[config.mk]
export PLATFORM = sky130hd
export DESIGN_NAME = instruction_encoder
export DESIGN_NICKNAME = d
export VERILOG_FILES = /design/src/rtl/instruction_encoder.sv
export SDC_FILE = /design/constraint.sdc
export NUM_CORES = 1
export LEC_CHECK = 0
export ABC_CLOCK_PERIOD_IN_PS = 6800
export CAP_MARGIN = 20
export CORE_MARGIN = 2
export CORE_UTILIZATION = 45
export CTS_CLUSTER_SIZE = 28
export DETAILED_ROUTE_END_ITERATION = 8
export PLACE_DENSITY = 0.75
export SYNTH_ARGS = -nofsm -noshare
export SYNTH_HDL_FRONTEND = slang
export SYNTH_SLANG_ARGS = --single-unit
[constraint.sdc]
create_clock -name clk -period 6.8 [get_ports clk]
set_input_delay 1.36 -clock clk [delete_from_list [all_inputs] [get_ports clk]]
set_output_delay 1.36 -clock clk [all_outputs]
set_load 0.005 [all_outputs]
[src/rtl/instruction_encoder.sv]
// rtl/instruction_encoder.sv - queued command encoder issuing dataA/dataB words to a decoder via a clk_en strobe
module instruction_encoder #(
    parameter int FIFO_DEPTH = 4
) (
    input  logic                          clk,
    input  logic                          reset,
    input  logic                          cmd_valid,
    output logic                          cmd_ready,
    input  logic [3:0]                    cmd_opcode,
    input  logic [13:0]                   cmd_register,
    input  logic [31:0]                   cmd_data,
    output logic [31:0]                   dataA,
    output logic [31:0]                   dataB,
    output logic                          clk_en,
    input  logic                          new_instruction,
    output logic                          cmd_error,
    output logic [$clog2(FIFO_DEPTH):0]   fifo_count
);

    localparam int PTR_W = $clog2(FIFO_DEPTH);
    localparam int CNT_W = PTR_W + 1;

    typedef enum logic [1:0] {IDLE, SETUP, STROBE, HOLD} state_t;

    state_t state, state_nxt;

    logic [3:0]       q_opcode   [FIFO_DEPTH];
    logic [13:0]      q_register [FIFO_DEPTH];
    logic [31:0]      q_data     [FIFO_DEPTH];
    logic [PTR_W-1:0] wr_ptr, rd_ptr;

    logic        accept, legal, push, pop, load;
    logic [3:0]  head_opcode;
    logic [13:0] head_register;
    logic [31:0] head_data;
    logic [31:0] enc_a, enc_b;

    assign cmd_ready = (fifo_count < CNT_W'(FIFO_DEPTH));
    assign accept    = cmd_valid && cmd_ready;
    assign legal     = (cmd_opcode[3:2] == 2'b00);
    assign push      = accept && legal;
    assign clk_en    = (state == STROBE);

    assign head_opcode   = q_opcode[rd_ptr];
    assign head_register = q_register[rd_ptr];
    assign head_data     = q_data[rd_ptr];

    // Queue storage carries no reset; only pointers and count define validity.
    always_ff @(posedge clk) begin
        if (push) begin
            q_opcode[wr_ptr]   <= cmd_opcode;
            q_register[wr_ptr] <= cmd_register;
            q_data[wr_ptr]     <= cmd_data;
        end
    end

    always_ff @(posedge clk or negedge reset) begin
        if (!reset) begin
            wr_ptr     <= '0;
            rd_ptr     <= '0;
            fifo_count <= '0;
            cmd_error  <= 1'b0;
        end else begin
            cmd_error <= accept && !legal;
            if (push)
                wr_ptr <= wr_ptr + PTR_W'(1);
            if (pop)
                rd_ptr <= rd_ptr + PTR_W'(1);
            case ({push, pop})
                2'b10:   fifo_count <= fifo_count + CNT_W'(1);
                2'b01:   fifo_count <= fifo_count - CNT_W'(1);
                default: fifo_count <= fifo_count;
            endcase
        end
    end

    always_comb begin
        enc_a      = '0;
        enc_b      = '0;
        enc_a[3:0] = head_opcode;
        case (head_opcode)
            4'd0, 4'd2: begin
                enc_a[8:4] = head_register[4:0];
                enc_b      = head_data;
            end
            4'd1: begin
                enc_a[17:4] = head_register;
                enc_b       = head_data;
            end
            default: ;
        endcase
    end

    always_ff @(posedge clk or negedge reset) begin
        if (!reset) begin
            state <= IDLE;
            dataA <= '0;
            dataB <= '0;
        end else begin
            state <= state_nxt;
            if (load) begin
                dataA <= enc_a;
                dataB <= enc_b;
            end
        end
    end

    always_comb begin
        state_nxt = state;
        load      = 1'b0;
        pop       = 1'b0;
        case (state)
            IDLE: begin
                if ((fifo_count != '0) && !new_instruction) begin
                    state_nxt = SETUP;
                    load      = 1'b1;
                end
            end
            SETUP: begin
                if (!new_instruction)
                    state_nxt = STROBE;
            end
            STROBE: state_nxt = HOLD;
            HOLD: begin
                state_nxt = IDLE;
                pop       = 1'b1;
            end
            default: state_nxt = IDLE;
        endcase
    end

endmodule

==> impl_metrics.yaml, run 1 <==
finish:
  antennaDiodeCount: 0
  filler_cell_count: 1503
  fin_nets: 634
  layout-drive-gt1-share: 0.199
  fin_cells: 863
  areaGrowthSynthToFinish_pct: 23.7
route:
  num_vias: 4719
  drc: 0
  post_drt_wl_per_cell_um: 21.4
  drt_iter0_drc: 273
  avgViaCountPerCell: 5.47
  first_pass_detailed_route_iteration_total: 5
  antenna_violating_nets_post_route: 0
  routed_wirelength_mm: 18.4
grt:
  grt_pass1_wl_mm: 28.2
  grt_pass1_vias: 4853
  grt_max_degree: 61
  track_usage: 0.164
  grt_remaining_overflow: 0
  antenna_found_initial: 0
job:
  max_capacitance_violation_total: 0
setup_path:
  category_of_the_most_critical_setup_path: "input pin to flip-flop"
  cp_data_required_time_ps: 6950
  path_max_fanout: 50
  reg2reg_setup_slack_ps: 3730
  cp-end-kind: "flip-flop"
  start_kind: "input pin"
  critical_path_arrival_ps: 3330
  reg2reg_depth: 4
  crit-reg2reg-capture: "dataA[11]"
  critical_path.reg2reg.startpoint: "rd_ptr[0]"
floorplan:
  die_wd_um: 151
  die-area_um2: 22900
  rows: 53
  io_pins: 124
  die_height_um: 151
  starting_density_of_the_core: 0.462
  core_area_um2: 21200
power_and_ir_drop:
  power.leakage_uw: 0.00421
  max-vdd-ir-drop_uv: 188
  power_density_nw_per_um2: 406
  report.power.total_uw: 4910
logic_synthesis:
  yosysWarnings: 0
  synth.cell_area_um2: 9780
  yosys.cell_types.count: 27
  synth_seq_area_share: 0.767
  synthesis.instances: 450
  post_synth.cell_area_avg_um2: 21.7
  seq_cells_post_synth: 260
hold_path:
  hp-start: "dataB[22]"
  worstHoldEndpoint: "dataB[22]"
  worst_hold_path.num_cells: 1
  worstHoldPathType: "flip-flop to flip-flop"
sta:
  worst_hold_slack_ps: 496
  maxSlewViolCount: 0
  tightest_slew_margin_relative_to_the_limit: 0.368
  tightestPinTransition_ps: 945
  report.final.setup_viol: 0
  min_period_over_period: 0.469
  worst_clock_skew_ps: 15.5
  fmax_mhz: 314
  rsz0062_at_grt: "no"
  tns_ps: 0
  timing_hold_violations_final: 0
  period_needed_ps: 3190
run_status:
  outcome: "complete, no violations"
place:
  gp_congestion: 0.714
  hpwlAfterDp_mm: 11.0
  io_buffer_count: 109
  placed_cells_incl_taps: 815
cts:
  cts-buffers-inserted: 26
  clock_tree.htree_level_count: 1
  cts_tree: "yes"
  cts.repair.resized: 0
  post-cts-setup-buffer-count: 0
  root_buffer: "sky130_fd_sc_hd__clkbuf_16"
  cts.clk_slew.worst_paths_ps: 60
  ctsLongestPathBuffers: 3
  postCtsHoldBufs: 0
  cts_sinks: 260
  clkLatencyLatePin_ps: 530
[cells by family after synthesis]
group	Yosys count	synth area share
DFF	260	0.767
adders and majority gates	11	0.0148
and+or+nand+nor	17	0.0106
other	1	0.000383
buffers and inverters	49	0.0287
AOI/OAI and AO/OA	48	0.0486
muxes	58	0.124
xor gates and xnor gates	6	0.00537
[where the power goes]
part	internal, uW	switching (uW)
combinational	705	510
clock	1050	572
sequential	1920	159
total	3670	1240
[worst max-delay path by stage]
stage / start / to / slack, ps / depth (start not counted)
final: cmd_opcode[3] / q_data[0][14] / 3610 / 4
after global routing: cmd_opcode[2] / q_register[2][12] / 3450 / 4
after CTS: cmd_opcode[3] / q_register[2][10] / 3590 / 4
after detailed placement: cmd_opcode[3] / q_register[1][4] / 3040 / 4
after global placement: cmd_opcode[3] / q_register[1][2] / 3160 / 4
after floorplan: cmd_valid / q_data[0][0] / 3280 / 3
[metrics by stage]
step | utilization | worst slack, ps | area, um^2
6_report | 0.572 | 3610 | 12100
5_1_grt | 0.572 | 3450 | 12100
4_1_cts | 0.571 | 3590 | 12100
3_5_place_dp | 0.524 | 3040 | 11100
3_3_place_gp | 0.524 | 3160 | 11100
2_1_floorplan | - | 3280 | 9830
[registers in the layout (all words and copies together), names as in the netlist]
| register | count |
|---|---|
| fifo_count | 3 |
| dataA | 18 |
| dataB | 32 |
| q_data | 128 |
| q_opcode | 16 |
| wr_ptr | 2 |
| state | 2 |
| rd_ptr | 2 |
| cmd_error | 1 |
| q_register | 56 |
[layout make-up]
| class | instances | area [um^2] | share of cell area |
|---|---|---|---|
| Multi-Input combinational cell | 154 | 2050 | 0.169 |
| Timing Repair Buffer | 118 | 1170 | 0.0966 |
| Inverter | 9 | 33.8 | 0.00279 |
| Clock buffer | 32 | 714 | 0.0590 |
| Tap cell | 275 | 344 | 0.0284 |
| Sequential cell | 260 | 7510 | 0.621 |
| Clock inverter | 15 | 279 | 0.0231 |
[per-layer routing]
metal  up-vias  wire [um]  global-route usage
met1      2462       7650               0.221
met2       173       9190               0.273
met3        19       1320              0.0343
met4         0        266              0.0444
li1       2065          -                   -
met5         -          0                   0
[placed cells by master, fill, tap and decap left out, types with 2 or more instances in the layout]
master and n:
sky130_fd_sc_hd__clkinvlp_4 3, sky130_fd_sc_hd__nor2_1 4, sky130_fd_sc_hd__a32o_1 46, sky130_fd_sc_hd__mux4_2 50
sky130_fd_sc_hd__xnor2_1 4, sky130_fd_sc_hd__and2_2 4, sky130_fd_sc_hd__buf_4 9, sky130_fd_sc_hd__nand2b_1 2
sky130_fd_sc_hd__dfrtp_1 58, sky130_fd_sc_hd__mux2i_1 2, sky130_fd_sc_hd__mux2_2 6, sky130_fd_sc_hd__clkbuf_8 2
sky130_fd_sc_hd__xor2_1 2, sky130_fd_sc_hd__clkdlybuf4s50_1 108, sky130_fd_sc_hd__nor3_1 2, sky130_fd_sc_hd__clkinv_1 3
sky130_fd_sc_hd__edfxtp_1 200, sky130_fd_sc_hd__inv_1 9, sky130_fd_sc_hd__bufinv_16 8, sky130_fd_sc_hd__clkbuf_16 27
sky130_fd_sc_hd__ha_1 10, sky130_fd_sc_hd__conb_1 14, sky130_fd_sc_hd__clkbuf_1 3
[critical path, cell delays in order]
cell and delay (ps):
sky130_fd_sc_hd__clkdlybuf4s50_1 490, sky130_fd_sc_hd__nor3_1 610, sky130_fd_sc_hd__and2_2 250, sky130_fd_sc_hd__buf_4 570
[cell usage after synthesis]
cell type                  number  share of area
sky130_fd_sc_hd__edfxtp_1     200           0.61
sky130_fd_sc_hd__dfrtp_1       60           0.15
sky130_fd_sc_hd__mux4_2        50           0.12
sky130_fd_sc_hd__a32o_1        46          0.047
sky130_fd_sc_hd__buf_4         14          0.011
sky130_fd_sc_hd__clkbuf_1      13         0.0050
sky130_fd_sc_hd__ha_1          10          0.013
sky130_fd_sc_hd__inv_1          9         0.0035
sky130_fd_sc_hd__mux2_2         6         0.0069
sky130_fd_sc_hd__buf_2          5         0.0026
sky130_fd_sc_hd__buf_6          5         0.0058
sky130_fd_sc_hd__and2_1         4         0.0026
sky130_fd_sc_hd__nor2_1         4         0.0015
sky130_fd_sc_hd__xnor2_1        4         0.0036
sky130_fd_sc_hd__buf_1          3         0.0012
sky130_fd_sc_hd__mux2i_1        2         0.0020
sky130_fd_sc_hd__nand2_1        2        0.00077
sky130_fd_sc_hd__nand2b_1       2         0.0013
sky130_fd_sc_hd__nor3_1         2         0.0010
sky130_fd_sc_hd__xor2_1         2         0.0018
sky130_fd_sc_hd__a21bo_2        1         0.0010
sky130_fd_sc_hd__conb_1         1        0.00038
sky130_fd_sc_hd__fa_1           1         0.0020
sky130_fd_sc_hd__nor2b_1        1        0.00064
sky130_fd_sc_hd__nor4_4         1         0.0022
sky130_fd_sc_hd__o21ai_0        1        0.00051
sky130_fd_sc_hd__or2_2          1        0.00064
Power figures use the tool's default switching activity.
==> run 2: changes to the inputs <==
--- a/config.mk
+++ b/config.mk
@@ -5,13 +5,13 @@
 export SDC_FILE = /design/constraint.sdc
 export NUM_CORES = 1
 export LEC_CHECK = 0
-export ABC_CLOCK_PERIOD_IN_PS = 6800
+export ABC_CLOCK_PERIOD_IN_PS = 2900
 export CAP_MARGIN = 20
 export CORE_MARGIN = 2
 export CORE_UTILIZATION = 45
 export CTS_CLUSTER_SIZE = 28
 export DETAILED_ROUTE_END_ITERATION = 8
-export PLACE_DENSITY = 0.75
+export PLACE_DENSITY = 0.78
 export SYNTH_ARGS = -nofsm -noshare
 export SYNTH_HDL_FRONTEND = slang
 export SYNTH_SLANG_ARGS = --single-unit
==> constraint.sdc (replaced) <==
create_clock -name clk -period 2.9 [get_ports clk]
set_input_delay 0.58 -clock clk [delete_from_list [all_inputs] [get_ports clk]]
set_output_delay 0.58 -clock clk [all_outputs]
set_load 0.005 [all_outputs]
==> impl_metrics.yaml, run 2 (synthesis gave the netlist of run 1 again) <==
place:
  io_buffer_count: 109
  placedInstanceArea_um2: 11200
  gp_congestion: 0.700
  hpwlAfterDp_mm: 11.9
floorplan:
  die-area_um2: 22900
  die_height_um: 151
  io_pins: 124
  die_wd_um: 151
  core_area_um2: 21200
  rows: 53
  starting_density_of_the_core: 0.462
sta:
  fmax_mhz: 424
  min_period_over_period: 0.813
  period_needed_ps: 2360
  maxSlewViolCount: 0
  tightestPinTransition_ps: 903
  timing_hold_violations_final: 0
  tightest_slew_margin_relative_to_the_limit: 0.397
  worst_clock_skew_ps: 22.4
  rsz0062_at_grt: "no"
  report.final.setup_viol: 0
  tns_ps: 0
route:
  first_pass_detailed_route_iteration_total: 4
  antenna_violating_nets_post_route: 0
  avgViaCountPerCell: 5.46
  drt_iter0_drc: 312
  routed_wirelength_mm: 19.2
  drc: 0
  post_drt_wl_per_cell_um: 22.0
  num_vias: 4772
cts:
  ctsLongestPathBuffers: 3
  cts_sinks: 260
  cts.clk_slew.worst_paths_ps: 60
  clkLatencyLatePin_ps: 520
  clock_tree.htree_level_count: 1
  cts_tree: "yes"
  post-cts-setup-buffer-count: 0
  root_buffer: "sky130_fd_sc_hd__clkbuf_16"
  cts-buffers-inserted: 26
  cts.repair.resized: 0
  postCtsHoldBufs: 0
power_and_ir_drop:
  power_density_nw_per_um2: 921
  max-vdd-ir-drop_uv: 474
  power.leakage_uw: 0.00419
setup_path:
  cp_data_required_time_ps: 2320
  start_kind: "flip-flop"
  cp-end-kind: "primary output"
  critical_path_arrival_ps: 1780
  category_of_the_most_critical_setup_path: "flip-flop to primary output"
  path_max_fanout: 4
grt:
  grt_pass1_vias: 5044
  track_usage: 0.171
  grt_pass1_wl_mm: 29.4
  antenna_found_initial: 0
  grt_max_degree: 61
  grt_remaining_overflow: 0
run_status:
  outcome: "complete, no violations"
finish:
  areaGrowthSynthToFinish_pct: 22.9
  largest_register_ffs: 128
  mostFrequentLayoutCells: "200 x sky130_fd_sc_hd__edfxtp_1, 108 x sky130_fd_sc_hd__clkdlybuf4s50_1, 58 x sky130_fd_sc_hd__dfrtp_1"
  layout_top_registers: "q_data: 128 flops, q_register: 56 flops, dataB: 32 flops"
  fin_nets: 644
  post_route_cell_area_um2: 12000
  largest-register: "q_data"
  antennaDiodeCount: 0
  layout-drive-gt1-share: 0.210
  mostFrequentLayoutCell: "sky130_fd_sc_hd__edfxtp_1"
  filler_cell_count: 1554
job:
  max_capacitance_violation_total: 0
hold_path:
  worstHoldPathType: "input pin to asynchronous set/reset pin"
run 2: cell type report:
| cell class | instances | area, um^2 | area share |
|---|---|---|---|
| Tap cell | 275 | 344 | 0.0286 |
| Inverter | 9 | 33.8 | 0.00281 |
| Timing Repair Buffer | 128 | 1230 | 0.102 |
| Clock buffer | 38 | 747 | 0.0621 |
| Sequential cell | 260 | 7510 | 0.625 |
| Multi-Input combinational cell | 154 | 2050 | 0.171 |
| Clock inverter | 10 | 108 | 0.00895 |
run 2: critical path: stages (launching register included):
cell	delay (ps)
sky130_fd_sc_hd__dfrtp_1	410
sky130_fd_sc_hd__inv_1	140
sky130_fd_sc_hd__ha_1	200
sky130_fd_sc_hd__clkdlybuf4s50_1	520
run 2: where the power goes:
group | switching [uW] | internal (uW)
clock | 1320 | 1960
combinational | 1230 | 1690
sequential | 375 | 4500
run 2: final timing paths:
path	startpoint	end	slack [ps]	cells after the start
worst min register to register	dataB[16]	dataB[16]	490	1
worst max register to register	rd_ptr[0]	dataA[13]	590	3
worst min-delay path	reset	fifo_count[0]	170	1
max in group asynchronous	reset	rd_ptr[0]	2090	1
worst max-delay path	state[0]	clk_en	540	3
min in group clk	dataB[16]	dataB[16]	490	1
run 2: per-layer routing:
layer  global-route usage  up-vias  share of wire
met5                    0        -              0
met4               0.0379        0          0.011
met3               0.0298       21          0.058
met2                0.283      140           0.50
met1                0.239     2526           0.43
li1                     -     2085              -
run 2: metrics by stage:
step	instances	hold slack, ps	power [uW]	setup WS, ps	utilization
after floorplan	463	284	6600	156	-
after global placement	826	474	7800	352	0.528
after detailed placement	826	480	7920	307	0.528
after CTS	874	202	11200	503	0.569
after global routing	874	233	11600	425	0.569
final	874	170	11100	543	0.569
